==> src/rtl/ctrl_pkg.sv <==
// Shared definitions for the multi-cycle controller and the ALU decoder:
// controller states, instruction class codes and special funct values.
package ctrl_pkg;

    typedef enum logic [2:0] {
        S_IDLE   = 3'd0,
        S_FETCH  = 3'd1,
        S_DECODE = 3'd2,
        S_EXEC   = 3'd3,
        S_MEM    = 3'd4,
        S_WB     = 3'd5,
        S_HALT   = 3'd6,
        S_ERR    = 3'd7
    } state_t;

    localparam logic [1:0] CLS_R   = 2'b00;
    localparam logic [1:0] CLS_I   = 2'b01;
    localparam logic [1:0] CLS_B   = 2'b10;
    localparam logic [1:0] CLS_SYS = 2'b11;

    localparam logic [3:0] F_LD   = 4'b1000;
    localparam logic [3:0] F_ST   = 4'b1001;
    localparam logic [3:0] F_HALT = 4'b1111;

    function automatic logic is_run(input state_t s);
        return !(s == S_IDLE || s == S_HALT || s == S_ERR);
    endfunction

endpackage

==> src/rtl/ctrl_sat_cnt.sv <==
// Saturating up-counter with synchronous clear (priority) and enable.
// Ports: clk, rst_n, clr, en in; cnt out (W bits, sticks at all ones).
module ctrl_sat_cnt #(
    parameter int W = 8
) (
    input  logic         clk,
    input  logic         rst_n,
    input  logic         clr,
    input  logic         en,
    output logic [W-1:0] cnt
);

    always_ff @(posedge clk or negedge rst_n) begin
        if (!rst_n)
            cnt <= '0;
        else if (clr)
            cnt <= '0;
        else if (en && cnt != '1)
            cnt <= cnt + W'(1);
    end

endmodule

==> src/rtl/mc_ctrl.sv <==
// Multi-cycle main controller: fetch/decode/exec/mem/wb sequencing,
// instruction register, imem/dmem req/ack with timeout, cycle counter.
// Ports: clk, rst_n, start, instr, imem/dmem handshakes, zero in;
// ALU fields, pc/rf/mem strobes, busy/done/err and cycle_cnt out.
module mc_ctrl
    import ctrl_pkg::*;
#(
    parameter int CNT_W  = 16,
    parameter int MEM_TO = 15
) (
    input  logic             clk,
    input  logic             rst_n,
    input  logic             start,
    input  logic [8:0]       instr,
    output logic             imem_req,
    input  logic             imem_ack,
    output logic             dmem_req,
    input  logic             dmem_ack,
    output logic             dmem_we,
    input  logic             zero,
    output logic [1:0]       alu_op,
    output logic [3:0]       funct,
    output logic [2:0]       operand,
    output logic             pc_en,
    output logic             pc_src,
    output logic             rf_we,
    output logic             mem_to_reg,
    output logic             busy,
    output logic             done,
    output logic             err,
    output logic [CNT_W-1:0] cycle_cnt
);

    // The wait count only needs to reach MEM_TO-1: the cycle holding
    // that value is the last request cycle in which an ack is accepted.
    localparam int WAIT_W = (MEM_TO < 2) ? 1 : $clog2(MEM_TO);
    localparam logic [WAIT_W-1:0] WAIT_LAST = WAIT_W'(MEM_TO - 1);

    state_t            st, nxt;
    logic [8:0]        ir;
    logic [WAIT_W-1:0] wait_cnt;
    logic [1:0]        cls;
    logic [3:0]        fn;
    logic              is_ld, is_st, to, go;
    logic              wclr, wen;

    assign cls   = ir[8:7];
    assign fn    = ir[6:3];
    assign is_ld = (cls == CLS_I) && (fn == F_LD);
    assign is_st = (cls == CLS_I) && (fn == F_ST);
    assign to    = (wait_cnt == WAIT_LAST);
    assign go    = start && !is_run(st);

    assign alu_op  = ir[8:7];
    assign funct   = ir[6:3];
    assign operand = ir[2:0];

    always_ff @(posedge clk or negedge rst_n) begin
        if (!rst_n)
            st <= S_IDLE;
        else
            st <= nxt;
    end

    always_ff @(posedge clk or negedge rst_n) begin
        if (!rst_n)
            ir <= '0;
        else if (st == S_FETCH && imem_ack)
            ir <= instr;
    end

    always_comb begin
        nxt = st;
        case (st)
            S_IDLE, S_HALT, S_ERR:
                if (start) nxt = S_FETCH;
            S_FETCH:
                if (imem_ack) nxt = S_DECODE;
                else if (to)  nxt = S_ERR;
            S_DECODE:
                if (cls == CLS_SYS)
                    nxt = (fn == F_HALT) ? S_HALT : S_FETCH;
                else
                    nxt = S_EXEC;
            S_EXEC:
                unique case (1'b1)
                    (is_ld || is_st):                 nxt = S_MEM;
                    (cls == CLS_B || cls == CLS_SYS): nxt = S_FETCH;
                    default:                          nxt = S_WB;
                endcase
            S_MEM:
                if (dmem_ack) nxt = is_ld ? S_WB : S_FETCH;
                else if (to)  nxt = S_ERR;
            S_WB:
                nxt = S_FETCH;
            default:
                nxt = S_IDLE;
        endcase
    end

    always_comb begin
        imem_req   = 1'b0;
        dmem_req   = 1'b0;
        dmem_we    = 1'b0;
        pc_en      = 1'b0;
        pc_src     = 1'b0;
        rf_we      = 1'b0;
        mem_to_reg = 1'b0;
        done       = 1'b0;
        err        = 1'b0;
        busy       = is_run(st);
        case (st)
            S_FETCH: begin
                imem_req = 1'b1;
                pc_en    = imem_ack;
            end
            S_EXEC: begin
                pc_src = (cls == CLS_B);
                pc_en  = (cls == CLS_B) && (fn[3] || zero);
            end
            S_MEM: begin
                dmem_req = 1'b1;
                dmem_we  = is_st;
            end
            S_WB: begin
                rf_we      = 1'b1;
                mem_to_reg = is_ld;
            end
            S_HALT: done = 1'b1;
            S_ERR:  err  = 1'b1;
            default: ;
        endcase
    end

    // Restart the wait count on every entry into a request state.
    assign wclr = (nxt == S_FETCH && st != S_FETCH)
               || (nxt == S_MEM && st != S_MEM);
    assign wen  = (st == S_FETCH && !imem_ack)
               || (st == S_MEM && !dmem_ack);

    ctrl_sat_cnt #(.W(WAIT_W)) u_wait (
        .clk   (clk),
        .rst_n (rst_n),
        .clr   (wclr),
        .en    (wen),
        .cnt   (wait_cnt)
    );

    ctrl_sat_cnt #(.W(CNT_W)) u_cyc (
        .clk   (clk),
        .rst_n (rst_n),
        .clr   (go),
        .en    (busy),
        .cnt   (cycle_cnt)
    );

endmodule

==> config.mk <==
export PLATFORM = sky130hd
export DESIGN_NAME = mc_ctrl
export DESIGN_NICKNAME = d
export VERILOG_FILES = /design/src/rtl/ctrl_pkg.sv /design/src/rtl/ctrl_sat_cnt.sv /design/src/rtl/mc_ctrl.sv
export SDC_FILE = /design/constraint.sdc
export NUM_CORES = 1
export LEC_CHECK = 0
export CORE_MARGIN = 2
export CORE_UTILIZATION = 48
export CTS_CLUSTER_SIZE = 40
export DETAILED_ROUTE_END_ITERATION = 7
export PLACE_DENSITY_LB_ADDON = 0.08
export SLEW_MARGIN = 0
export SYNTH_ARGS = -nofsm -noshare
export SYNTH_HDL_FRONTEND = slang
export SYNTH_SLANG_ARGS = --single-unit
==> constraint.sdc <==
create_clock -name clk -period 2.1 [get_ports clk]
set_input_delay 0.42 -clock clk [delete_from_list [all_inputs] [get_ports clk]]
set_output_delay 0.42 -clock clk [all_outputs]
set_load 0.1 [all_outputs]
# Yosys cells after proc, flatten, opt, wreduce, memory -nomap -nowiden
# Cells that the tools add are included.
# op_classes
n_addsub	2
n_reduce_logical	25
n_eq_ne	20
mux	22
# op_table
cell	n
16-bit two-way mux	2
3-bit two-way mux	7
3-bit case mux with 6 select lines	1
16-bit by 1-bit adder with 16-bit output (second input constant)	1
4-bit == test (second input constant)	4
16-bit inequality test (second input constant)	1
3-bit == test (second input constant)	5
1-bit logical AND	11
1-bit two-way mux	8
4-bit two-way mux	2
1-bit logical OR	7
3-bit by 1-bit == test with 1-bit output (second input constant)	2
3-bit by 2-bit == test with 1-bit output (second input constant)	2
3-bit case mux with 2 select lines	1
4-bit by 1-bit adder with 4-bit output (second input constant)	1
2-bit == test (second input constant)	2
4-bit inequality test (second input constant)	1
2-bit nonzero test	2
1-bit zero test	3
3-bit zero test	1
3-bit by 1-bit inequality test with 1-bit output (second input constant)	1
3-bit inequality test (second input constant)	1
3-bit OR reduction	1
2-bit by 1-bit == test with 1-bit output (second input constant)	1
1-bit case mux with 2 select lines	1
# word_totals
register_bits	32
inputBits	15
out_inout_bits	35
word_cells	73

# Longest topological paths before layout
# depth
word_depth	9
ltp_mapped	8

# Cells and area by module
# From an unflattened synthesis, not the netlist that was laid out.
# hier_totals
hier_cells	197
area_unflattened_um2	1934.4
# by_module_without_submodules
module	instances	seq_area_each_um2	cells_each	area_per_inst_um2
ctrl_sat_cnt (u_cyc)	1	400.4	98	942.2
mc_ctrl	1	300.3	79	763.2
ctrl_sat_cnt (u_wait)	1	100.1	20	229.0

# Worst setup path after synthesis
# No wires, ideal clock.
# synth_path
path_type	flip-flop to output port
start	reg ir[8]
end	out pc_en
stages_incl_launch_ff	5
required_ns	1.680
arrival_time_ns	4.309
setup_slack_ns	-2.629
path_buffers	0
cell_sequence	dfrtp_1 nand2_1 nor3_1 o21ai_0 nand2b_1
# synth_between
elab_chain_cells	3
# synth_lines
item	line	source
start: declaration	mc_ctrl.sv:40	logic [8:0] ir;
start signal: assignment	mc_ctrl.sv:69	ir <= instr;
2-bit == test	mc_ctrl.sv:119	pc_en = (cls == CLS_B) && (fn[3] || zero);
1-bit logical AND	mc_ctrl.sv:119	
1-bit case mux with 2 select lines	mc_ctrl.sv:112	case (st)
end: declaration	mc_ctrl.sv:24	output logic pc_en,
# Every way passes these cells.

# Final worst setup path
# layout_path
start	reg st[1]
end	out mem_to_reg
# layout_between
elab_chain_cells	2
# layout_lines
item	line	source
start: declaration	mc_ctrl.sv:39	state_t st, nxt;
start signal: assignment	mc_ctrl.sv:62	st <= nxt;
3-bit == test	mc_ctrl.sv:112	
1-bit two-way mux	mc_ctrl.sv:112	
end: declaration	mc_ctrl.sv:27	output logic mem_to_reg,
# Every way passes these cells.

==> impl_metrics.tcl <==
set metrics [dict create \
    crit_path_top_delay_cell "dfrtp_2" \
    drc_errors 0 \
    hold_viol 0 \
    critPathCaptureType "output port" \
    grt_pass1_wl_um 8210 \
    worst_pin_slew_ns 0.460 \
    yosysTopAreaCell "dfrtp_1" \
    area.growth.synth_to_final_pct 52.0 \
    finalMaxSlewViolations 0 \
    crit_family "simple AND/OR/NAND/NOR gates" \
    maxCapViolCount 0 \
    cp_num_cells 5 \
    hold_buffers 0 \
    crit_fanout 5 \
    criticalPathCategory "flop to output port" \
    yosysTopAreaCellShare_pct 42.0 \
    max_freq_ghz 0.486 \
    numClockSinks 32 \
    clkTransAtPathRegs_ns 0.07 \
    ant_nets 0 \
    synthTopCellsByArea "dfrtp_1, mux2_2, xnor2_1" \
    nets 281 \
    status "finished clean" \
    powerDensity_mw_per_mm2 1750 \
    dpl.cell_count 294 \
    start_kind "flop" \
    via_count 1782 \
    dp.final_hpwl_um 3720 \
    synth_area_mm2 0.00190 \
    yosysWarnings 0 \
    htree_levels 2 \
    hp-class "flop to flop" \
    die_w_um 67.0 \
    ys.flop_type "dfrtp_1" \
    overflow 0 \
    cp_num_buf_inv 2 \
    cts_tree "yes" \
    io_buffers 49 \
    fin_crit_ns 2.06 \
    slew_headroom_pct 69.2 \
    p_comb_share_pct 66.1 \
    synth_edf_count 0 \
    routed_wl_um 5210 \
    start_util_pct 50.9 \
    wire_per_inst_um 16.7 \
    hold_depth 1 \
    setup_viol 0 \
    mostFrequentLayoutCells "buf_4, dfrtp_2, clkdlybuf4s50_1" \
    ys_async_sr_fraction_pct 100 \
    syn_avg_cell_area_um2 10.1 \
    core.rowCount 22 \
    stdcell_count 312 \
    grt_pass1_vias 1718 \
    power_frac_seq_pct 22.2 \
    leakagePower_nw 1.24 \
    clk_latency_ns 0.29 \
    vdd_drop_max_mv 1.59 \
    ys_types 48 \
    p_switching_w 0.00273 \
    dieHeight_um 67.0 \
    synthesis.nets 206 \
    final_layout_size_suffix_gt1_share_pct 47.7 \
    p_int_w 0.00233 \
    antenna_found_initial 0 \
    fin_skew_ns 0.00454 \
    cpPeakStageDelay_ns 0.44 \
    finalWeightedCongestion 0.843 \
    syn-instance-count 188 \
    grt_max_degree 33 \
    synth-seq-area-share_pct 42.0 \
    dr.pass1.iters 4 \
    final_util_pct 77.3 \
    clkPwrFrac_pct 11.7 \
    via_per_inst 5.71 \
    grt_use_total_pct 24.8 \
    drt_iter0_drc 121 \
    cts_buffers 5 \
    layout_commonest_cell "buf_4" \
    ios 50 \
    num_antenna_cells 0 \
    design.die.area_mm2 0.00449 \
    root_buffer "clkbuf_8" \
    critPathArrivalTime_ns 1.64 \
    clockBufferDepth 2 \
    crit_required_ns 1.68 \
    core_mm2 0.00374 \
    min_period_over_period_pct 98.0 \
    cp_cell_sequence "buf_4, nor2b_2, and2_4, and4b_4, buf_12" \
    reg2reg_depth 6 \
    ys_ff_latch 32 \
    switching_share_pct 53.9 \
]
-- cell families after synthesis --
logic type	Yosys count	share of synthesized area, %
buffers and inverters	15	4.07
DFF	32	42.1
muxes	15	8.54
xor gates and xnor gates	6	2.76
AOI/OAI and AO/OA	30	11.3
and+or+nand+nor	87	29.3
adders and majority gates	3	1.97
-- power groups by stage --
stage,Combinational (W),Sequential (W),Clock (W)
6_report,0.00334,0.00112,0.000594
5_1_grt,0.00349,0.00116,0.000620
4_1_cts,0.00319,0.00111,0.000603
3_5_place_dp,0.00308,0.00113,0
3_3_place_gp,0.00302,0.00111,0
2_1_floorplan,0.00136,0.00198,0
-- metrics by stage --
stage          total power [W]  cell area (um2)  setup WS (ns)  hold WS [ns]  setup TNS (ns)
2_1_floorplan          0.00334             1980         -0.384         0.124           -1.15
3_3_place_gp           0.00413             2650        -0.0681         0.487          -0.239
3_5_place_dp           0.00421             2650         -0.181         0.499          -0.671
4_1_cts                0.00490             2810        0.00622         0.507               0
5_1_grt                0.00527             2890       -0.00161         0.519        -0.00161
6_report               0.00506             2890         0.0422         0.503               0
-- worst reg2reg max path: cells and delay by family (launching register included) --
| kind | cells | cell delay, ns |
|---|---|---|
| flops | 1 | 0.50 |
| simple gates | 2 | 0.46 |
| compound gates | 1 | 0.34 |
| buf+inv | 2 | 0.33 |
| mux | 1 | 0.26 |
-- cells in the mapped netlist (6+ instances only) --
cell type,instances
dfrtp_1,32
nor2_1,10
and3_1,6
o21ai_0,9
mux2_2,10
xnor2_1,6
inv_1,7
nand4_1,8
nand3_1,8
nand2_1,13
nor3_1,8
-- final timing paths --
path	startpoint	to	slack [ns]
setup / recovery	st[1]$_DFF_PN0_	mem_to_reg	0.04
hold / removal	u_cyc.cnt[0]$_DFFE_PN0P_	u_cyc.cnt[0]$_DFFE_PN0P_	0.50
setup reg to reg	st[2]$_DFF_PN0_	u_wait.cnt[3]$_DFFE_PN0P_	0.10
hold reg to reg	u_cyc.cnt[0]$_DFFE_PN0P_	u_cyc.cnt[0]$_DFFE_PN0P_	0.50
max in group asynchronous	rst_n	ir[6]$_DFFE_PN0P_	1.23
min in group asynchronous	rst_n	u_cyc.cnt[5]$_DFFE_PN0P_	0.53
-- what timing repair did --
action                                 4_1_cts  5_1_grt
resized for setup                            6        6
setup endpoints to repair                    4        5
pin swaps                                    0        4
buffers inserted                             4        6
endpoints found under the hold margin        0        0
-- cell type report --
cell class | count | area, um2
Sequential cell | 32 | 833
Tap cell | 48 | 60.1
Clock buffer | 5 | 68.8
Clock inverter | 3 | 42.5
Inverter | 8 | 30.0
Multi-Input combinational cell | 141 | 1140
Fill cell | 269 | 850
Timing Repair Buffer | 75 | 723
-- metal layers --
metal	vias to the layer above	global-route usage (%)	routed length [um]
met1	856	32.3	2250
met2	53	40.4	2610
met4	0	8.67	117
met3	13	5.57	225
li1	860	-	-
met5	-	0	0
-- flip-flops by register name, indices dropped and copies added, names as in the netlist --
name	count
ir	9
st	3
u_cyc.cnt	16
u_wait.cnt	4
Note: power is estimated with default switching activity, not from simulation.
